**src/rtl/mips_bus_arbiter.sv**
```systemverilog
// Two-master arbiter in front of one Avalon-style memory slave.
// Ports: clk, reset (async, active-high); m0_*/m1_* master sides
//   (address, read, write, writedata, byteenable in; waitrequest,
//   readdata out); slave side address/read/write/writedata/byteenable
//   out, waitrequest/readdata in.
module mips_bus_arbiter #(
   parameter int ADDR_W     = 32,
   parameter int DATA_W     = 32,
   parameter int MAX_CONSEC = 4,
   localparam int BE_W      = DATA_W / 8
) (
   input  logic              clk,
   input  logic              reset,
   input  logic [ADDR_W-1:0] m0_address,
   input  logic              m0_read,
   input  logic              m0_write,
   input  logic [DATA_W-1:0] m0_writedata,
   input  logic [BE_W-1:0]   m0_byteenable,
   output logic              m0_waitrequest,
   output logic [DATA_W-1:0] m0_readdata,
   input  logic [ADDR_W-1:0] m1_address,
   input  logic              m1_read,
   input  logic              m1_write,
   input  logic [DATA_W-1:0] m1_writedata,
   input  logic [BE_W-1:0]   m1_byteenable,
   output logic              m1_waitrequest,
   output logic [DATA_W-1:0] m1_readdata,
   output logic [ADDR_W-1:0] address,
   output logic              read,
   output logic              write,
   output logic [DATA_W-1:0] writedata,
   output logic [BE_W-1:0]   byteenable,
   input  logic              waitrequest,
   input  logic [DATA_W-1:0] readdata
);

   localparam int CW = $clog2(MAX_CONSEC + 1);

   typedef enum logic [1:0] {
      S_IDLE,
      S_GNT0,
      S_GNT1
   } state_t;

   state_t        state_q, state_d;
   logic          last_q, last_d;
   logic [CW-1:0] consec_q, consec_d;

   logic   req0, req1;
   logic   gnt1;
   logic   own_req, oth_req;
   logic   at_limit;
   state_t oth_st;

   assign req0     = m0_read | m0_write;
   assign req1     = m1_read | m1_write;
   assign gnt1     = (state_q == S_GNT1);
   assign own_req  = gnt1 ? req1 : req0;
   assign oth_req  = gnt1 ? req0 : req1;
   assign oth_st   = gnt1 ? S_GNT0 : S_GNT1;
   assign at_limit = (int'(consec_q) + 1 >= MAX_CONSEC);

   always_comb begin
      state_d  = state_q;
      last_d   = last_q;
      consec_d = consec_q;
      case (state_q)
         S_IDLE: begin
            // On a tie the master that did not own the bus last wins.
            if (req0 && (!req1 || last_q)) state_d = S_GNT0;
            else if (req1)                  state_d = S_GNT1;
         end
         S_GNT0, S_GNT1: begin
            if (own_req && !waitrequest) begin
               last_d = gnt1;
               if (oth_req && at_limit) begin
                  state_d  = oth_st;
                  consec_d = '0;
               end else if (consec_q != CW'(MAX_CONSEC)) begin
                  // Saturate so a long solo run cannot wrap the count
                  // and extend the lock once the other side shows up.
                  consec_d = consec_q + 1'b1;
               end
            end else if (!own_req) begin
               state_d  = S_IDLE;
               last_d   = gnt1;
               consec_d = '0;
            end
         end
         default: begin
            state_d  = S_IDLE;
            consec_d = '0;
         end
      endcase
   end

   always_ff @(posedge clk or posedge reset) begin
      if (reset) begin
         state_q  <= S_IDLE;
         last_q   <= 1'b1;
         consec_q <= '0;
      end else begin
         state_q  <= state_d;
         last_q   <= last_d;
         consec_q <= consec_d;
      end
   end

   always_comb begin
      address    = '0;
      read       = 1'b0;
      write      = 1'b0;
      writedata  = '0;
      byteenable = '0;
      case (state_q)
         S_GNT0: begin
            address    = m0_address;
            read       = m0_read;
            write      = m0_write;
            writedata  = m0_writedata;
            byteenable = m0_byteenable;
         end
         S_GNT1: begin
            address    = m1_address;
            read       = m1_read;
            write      = m1_write;
            writedata  = m1_writedata;
            byteenable = m1_byteenable;
         end
         default: ;
      endcase
   end

   assign m0_waitrequest = (state_q != S_GNT0) | waitrequest;
   assign m1_waitrequest = (state_q != S_GNT1) | waitrequest;
   assign m0_readdata    = readdata;
   assign m1_readdata    = readdata;

endmodule

```
**config.mk**
```make
export PLATFORM = sky130hd
export DESIGN_NAME = mips_bus_arbiter
export DESIGN_NICKNAME = d
export VERILOG_FILES = /design/src/rtl/mips_bus_arbiter.sv
export SDC_FILE = /design/constraint.sdc
export NUM_CORES = 1
export LEC_CHECK = 0
export ABC_AREA = 1
export CAP_MARGIN = 20
export CORE_AREA = 4 4 119 121
export DETAILED_ROUTE_END_ITERATION = 16
export DIE_AREA = 0 0 123 125
export GPL_ROUTABILITY_DRIVEN = 1
export GPL_TIMING_DRIVEN = 0
export HOLD_SLACK_MARGIN = 0.1
export PLACE_DENSITY = 0.65
export SLEW_MARGIN = 20
export SYNTH_ARGS = -nofsm -noshare
export SYNTH_HDL_FRONTEND = slang
export SYNTH_SLANG_ARGS = --single-unit
```
**constraint.sdc**
```tcl
create_clock -name clk -period 2.26 [get_ports clk]
set_input_delay 0.452 -clock clk [delete_from_list [all_inputs] [get_ports clk]]
set_output_delay 0.452 -clock clk [all_outputs]
set_load 0.01 [all_outputs]
```
==> flow_summary.toml, run 1 <==
[global_routing]
antenna_found_initial = 0
grt-ovfl-total = 0
grtUsageTotal_pct = 14.5
grt_max_degree = 11
grt_pass1_vias = 3205
grt_pass1_wl_um = 17600

[floorplan]
ios = 311
start_util_pct = 15.6
dieHeight_um = 125
core_area_sq_um = 13100
die_x_um = 123
fp.dieArea_sq_um = 15400
core.rowCount = 42

[setup_path]
required_ns = 1.81
crit_fanout = 3
cp_slowest_stage_delay_ns = 0.56
cpMostUsedCell = "clkdlybuf4s50_1"
critical_path_arrival_ns = 1.74
path_class = "input port to output pin"
crit_buf_inv = 3
slowest_stage = "clkdlybuf4s50_1"
cp_top_family = "buffers and inverters"
endpoint_kind = "output pin"
cp-start-kind = "input port"
worstPathCellList = "clkdlybuf4s50_1 -> inv_1 -> nand2_1 -> clkdlybuf4s50_1"

[drt]
vias = 3307
wl_per_cell_um = 14.7
firstDrtPassIters = 4
remaining_drc_errors = 0
via_per_inst = 3.90
routed_wl_um = 12500
ant_nets = 0
first_iter_violations = 103

[sta]
finalMaxSlewViolations = 0
post-route-min-period_ns = 2.19
setup_viol = 0
tightest_slew_ns = 0.269
setup_tns_ns = 0
hold_viol = 0
fmax_mhz = 456
rsz0062_at_grt = "yes"
fin_crit_sh_pct = 96.9
slew_headroom_pct = 82.0
skew_ns = 0.00178
hold_slack_ns = 0.462

[cells_and_area]
fin_nets = 856
fin_area_sq_um = 5110
final_util_pct = 39.0
diodes = 0
layout-drive-gt1-share_pct = 25.1
area_growth_pct = 151
fillerInstances = 1394
multiInputGateArea_sq_um = 1280
register_area_sq_um = 151
final_cells = 849

[worst_hold_path]
min_path_type = "input port to asynchronous set/reset pin"

[synth]
synth_seq_area_share_pct = 7.43
synth_cell_types = 20
syn-cell-area_sq_um = 2040
ys_ff_latch = 6
yosysWarnings = 0
avgSynthCellArea_sq_um = 5.28
synthCells = 386
syn_nets = 568

[cts]
clk_pin_slew_ns = 0.04
cts_sinks = 6
clock_tree.root_cell = "clkbuf_16"
clockBufferDepth = 2
cts-buffers-inserted = 3
clkLatencyLatePin_ns = 0.23
cts_hold_buffers = 0
htreeDepth = 1
cts_tree = "done"

[place]
dp_hpwl_um = 10500
placed_cell_area_sq_um = 5040
io_buffers = 278
gp_congestion = 0.861
place_inst = 840

[flow_run]
drv_cap = 0

[pwr]
vdd_drop_max_v = 0.000639
p_per_area_nw_per_um2 = 727
p_leak_uw = 0.00225

[outcome]
status = "complete, no violations"
sequential cells by signal (all words and copies together), names as in the netlist:
| signal | flops |
|---|---|
| state_q | 2 |
| last_q | 1 |
| consec_q | 3 |
path summary, 6_finish.rpt:
path                        startpoint  slack [ns]  cells past startpoint             end
setup reg to reg            state_q[0]        0.60                     11      state_q[1]
setup / recovery           waitrequest        0.07                      4  m1_waitrequest
max in group asynchronous        reset        1.53                      2          last_q
hold reg to reg                 last_q        0.52                      2          last_q
min in group clk                last_q        0.52                      2          last_q
hold / removal                   reset        0.46                      2     consec_q[2]
area by class of cell:
| class | instances | share of cell area (%) |
|---|---|---|
| buffer | 86 | 14.1 |
| inverter | 19 | 1.45 |
| timing repair buffer | 284 | 50.6 |
| clock buffer | 4 | 1.54 |
| sequential | 6 | 2.96 |
| multi-input combinational | 274 | 25.1 |
| tap | 176 | 4.31 |
kinds of logic (layout without fill, tap and decap cells):
kind of cell               count (synthesis)  in the layout  synth area share (%)
and+or+nand+nor                          192            192                  38.2
AOI/OAI and AO/OA                         75             75                  18.5
DFF                                        6              6                  7.43
buffers and inverters                    106            393                  31.6
adders and majority gates                  7              7                  4.30
cell usage in the layout (no fill, tap or decap):
master             n
buf_6              5
clkbuf_8           6
buf_2             22
inv_2              5
dfrtp_1            5
a31oi_1            1
nand3_1           11
clkbuf_1           1
clkdlybuf4s15_2    5
clkbuf_16          5
clkbuf_2          31
ha_4               1
nor2_4             2
clkbuf_4           2
buf_4             71
inv_1             13
nand2_1          167
nor2_2             3
a21oi_2            7
clkdlybuf4s15_1    3
dfstp_2            1
a21oi_1           67
clkdlybuf4s50_1  207
dlygate4sd2_1     16
nand3b_2           1
inv_4              1
and2_1             1
nand4_1            2
nand3_2            1
ha_1               6
nor2_1             4
power breakdown:
group          switching [uW]  leakage (uW)  internal (uW)
clock                    65.0     0.0000382            235
combinational            1800       0.00213           1440
sequential               27.7     0.0000774            149
cell usage after synthesis, drive strengths merged:
cell	number	share of area (%)
nand3b	1	0.55
nand2	167	31
nand3	12	3.2
ha	7	4.3
dfstp	1	1.3
nor2	9	2.8
dfrtp	5	6.1
a31oi	1	0.31
and2	1	0.31
buf	75	26
clkbuf	12	2.2
nand4	2	0.61
a21oi	74	18
inv	19	3.5
metrics by stage:
step | total power (uW) | setup slack, ns
finish | 3710 | 0.0691
global route | 4040 | -0.00572
detailed placement | 3400 | -0.737
CTS | 3880 | -0.0265
floorplan | 1730 | 0.393
global placement | 3410 | -0.780
metal layers:
metal  share of wire, %  routed length, um  global-route usage, %
met4               0.50                 63                   1.30
met3                9.8               1230                   4.07
met2                 50               6250                   26.4
met1                 40               4960                   17.3
met5                  0                  0                      0
repair_timing:
action,in CTS,in global routing
gates resized for setup,195,64
endpoints found under the setup margin,71,56
buffers inserted,6,0
Note: power is estimated with default switching activity, not from simulation.
==> run 2: changes to the inputs <==
CTS_CLUSTER_SIZE = 8   (was unset)
GPL_TIMING_DRIVEN = unset   (was 0)
==> flow_summary.toml, run 2 (synthesized netlist as in run 1, its figures left out) <==
[cts]
cts-buffers-inserted = 3
cts_sinks = 6
clock_tree.root_cell = "clkbuf_16"
cts_hold_buffers = 0
clockBufferDepth = 2
clkLatencyLatePin_ns = 0.23
clk_pin_slew_ns = 0.04
htreeDepth = 1
cts_tree = "done"

[setup_path]
critical_path_arrival_ns = 1.74
slowest_stage = "clkdlybuf4s50_1"
endpoint_kind = "output pin"
crit_buf_inv = 3
cp_slowest_stage_delay_ns = 0.55
path_class = "flip-flop to output pin"
worstPathCellList = "buf_4 -> ha_4 -> buf_12 -> nand2_1 -> clkdlybuf4s50_1"
cp-start-kind = "flip-flop"
rrSetupSlack_ns = 0.52
required_ns = 1.81
crit_fanout = 31
cp_top_family = "buffers and inverters"

[drt]
wl_per_cell_um = 14.4
first_iter_violations = 151
ant_nets = 0
routed_wl_um = 10200
remaining_drc_errors = 0
firstDrtPassIters = 4
vias = 2791
via_per_inst = 3.91

[sta]
setup_viol = 0
rsz0062_at_grt = "no"
hold_slack_ns = 0.446
skew_ns = 0.00571
setup_tns_ns = 0
finalMaxSlewViolations = 0
tightest_slew_ns = 0.260
post-route-min-period_ns = 2.19
slew_headroom_pct = 82.6
fmax_mhz = 457
hold_viol = 0
fin_crit_sh_pct = 96.8

[pwr]
p_per_area_nw_per_um2 = 831
total_power_uw = 3390
p_leak_uw = 0.00178
vdd_drop_max_v = 0.000477

[cells_and_area]
largest_registers = "consec_q x3, state_q x2, last_q x1"
fin_nets = 720
layout_common_cells = "167 x nand2_1, 144 x clkdlybuf4s50_1, 73 x a21oi_1, 55 x dlygate4sd2_1, 14 x inv_1"
fillerInstances = 1438
layout-drive-gt1-share_pct = 8.57
top_register = "consec_q"
area_growth_pct = 100
largest_reg_flops = 3
final_util_pct = 31.2
final_common_cell = "nand2_1"
final_cells = 713
diodes = 0

[floorplan]
die_x_um = 123
core.rowCount = 42
fp.dieArea_sq_um = 15400
dieHeight_um = 125
start_util_pct = 15.6
core_area_sq_um = 13100
ios = 311

[global_routing]
grt_pass1_wl_um = 14800
grt_pass1_vias = 2768
grtUsageTotal_pct = 12.1
grt_max_degree = 39
grt-ovfl-total = 0
antenna_found_initial = 0

[outcome]
status = "complete, no violations"

[place]
dp_hpwl_um = 8120
io_buffers = 214
gp_congestion = 0.901
place_inst = 706

[worst_hold_path]
min_path_type = "input port to asynchronous set/reset pin"

[flow_run]
drv_cap = 0
-- run 2: cell count changes in the layout (fill, tap and decap cells not counted), moves of 21 or more --
cell and delta:
clkdlybuf4s50_1 -63, dlygate4sd2_1 +39, clkbuf_2 -25, buf_4 -59, buf_2 -21
-- run 2: worst paths after layout --
kind,startpoint,to,cells past startpoint
worst max-delay path,state_q[0],m0_waitrequest,5
worst min-delay path,reset,consec_q[2],2
worst max register to register,state_q[1],consec_q[2],11
worst min register to register,consec_q[1],consec_q[1],2
max in group asynchronous,reset,last_q,2
min in group clk,consec_q[1],consec_q[1],2
-- run 2: final cells by class --
type                    instances  area (sq um)  share of cell area, %
inverters                      19          71.3                   1.75
repair buffers                234          2290                   56.1
clock buffers                   4          78.8                   1.93
well taps                     176           220                   5.40
flip-flops and latches          6           151                   3.71
multi-input cells             274          1270                   31.2
-- run 2: worst register-to-register path: cells and delay by family, from the launching register on --
family	cells	cell delay, ns
buffers and inverters	4	0.39
DFF	1	0.37
and+or+nand+nor	6	0.60
adders and majority gates	1	0.31
-- run 2: metal layers --
| metal | GRT usage (%) | part of all wire [%] | up-vias |
|---|---|---|---|
| li1 | - | - | 1453 |
| met1 | 13.9 | 37 | 1170 |
| met2 | 20.6 | 48 | 130 |
| met3 | 4.11 | 11 | 38 |
| met4 | 4.50 | 3.7 | 0 |
| met5 | 0 | 0 | - |
-- run 2: timing repair --
item / in CTS / in global routing
cloned: 1 / 0
gates resized for setup: 77 / 23
setup buffers: 2 / 0
endpoints found under the hold margin: 0 / 0
endpoints found under the setup margin: 70 / 31
-- run 2: per-stage QoR --
stage,worst slack [ns],instance area (sq um)
floorplan,0.393,2040
global placement,-0.0463,4020
detailed placement,-0.0424,4020
CTS,0.0181,4090
global route,0.00400,4080
finish,0.0722,4080
-- run 2: power breakdown --
part           total [uW]  leakage (uW)  internal [uW]  switching (uW)
registers             174     0.0000774            149            25.3
logic                2920       0.00166           1310            1600
clock network         301     0.0000382            235            66.2
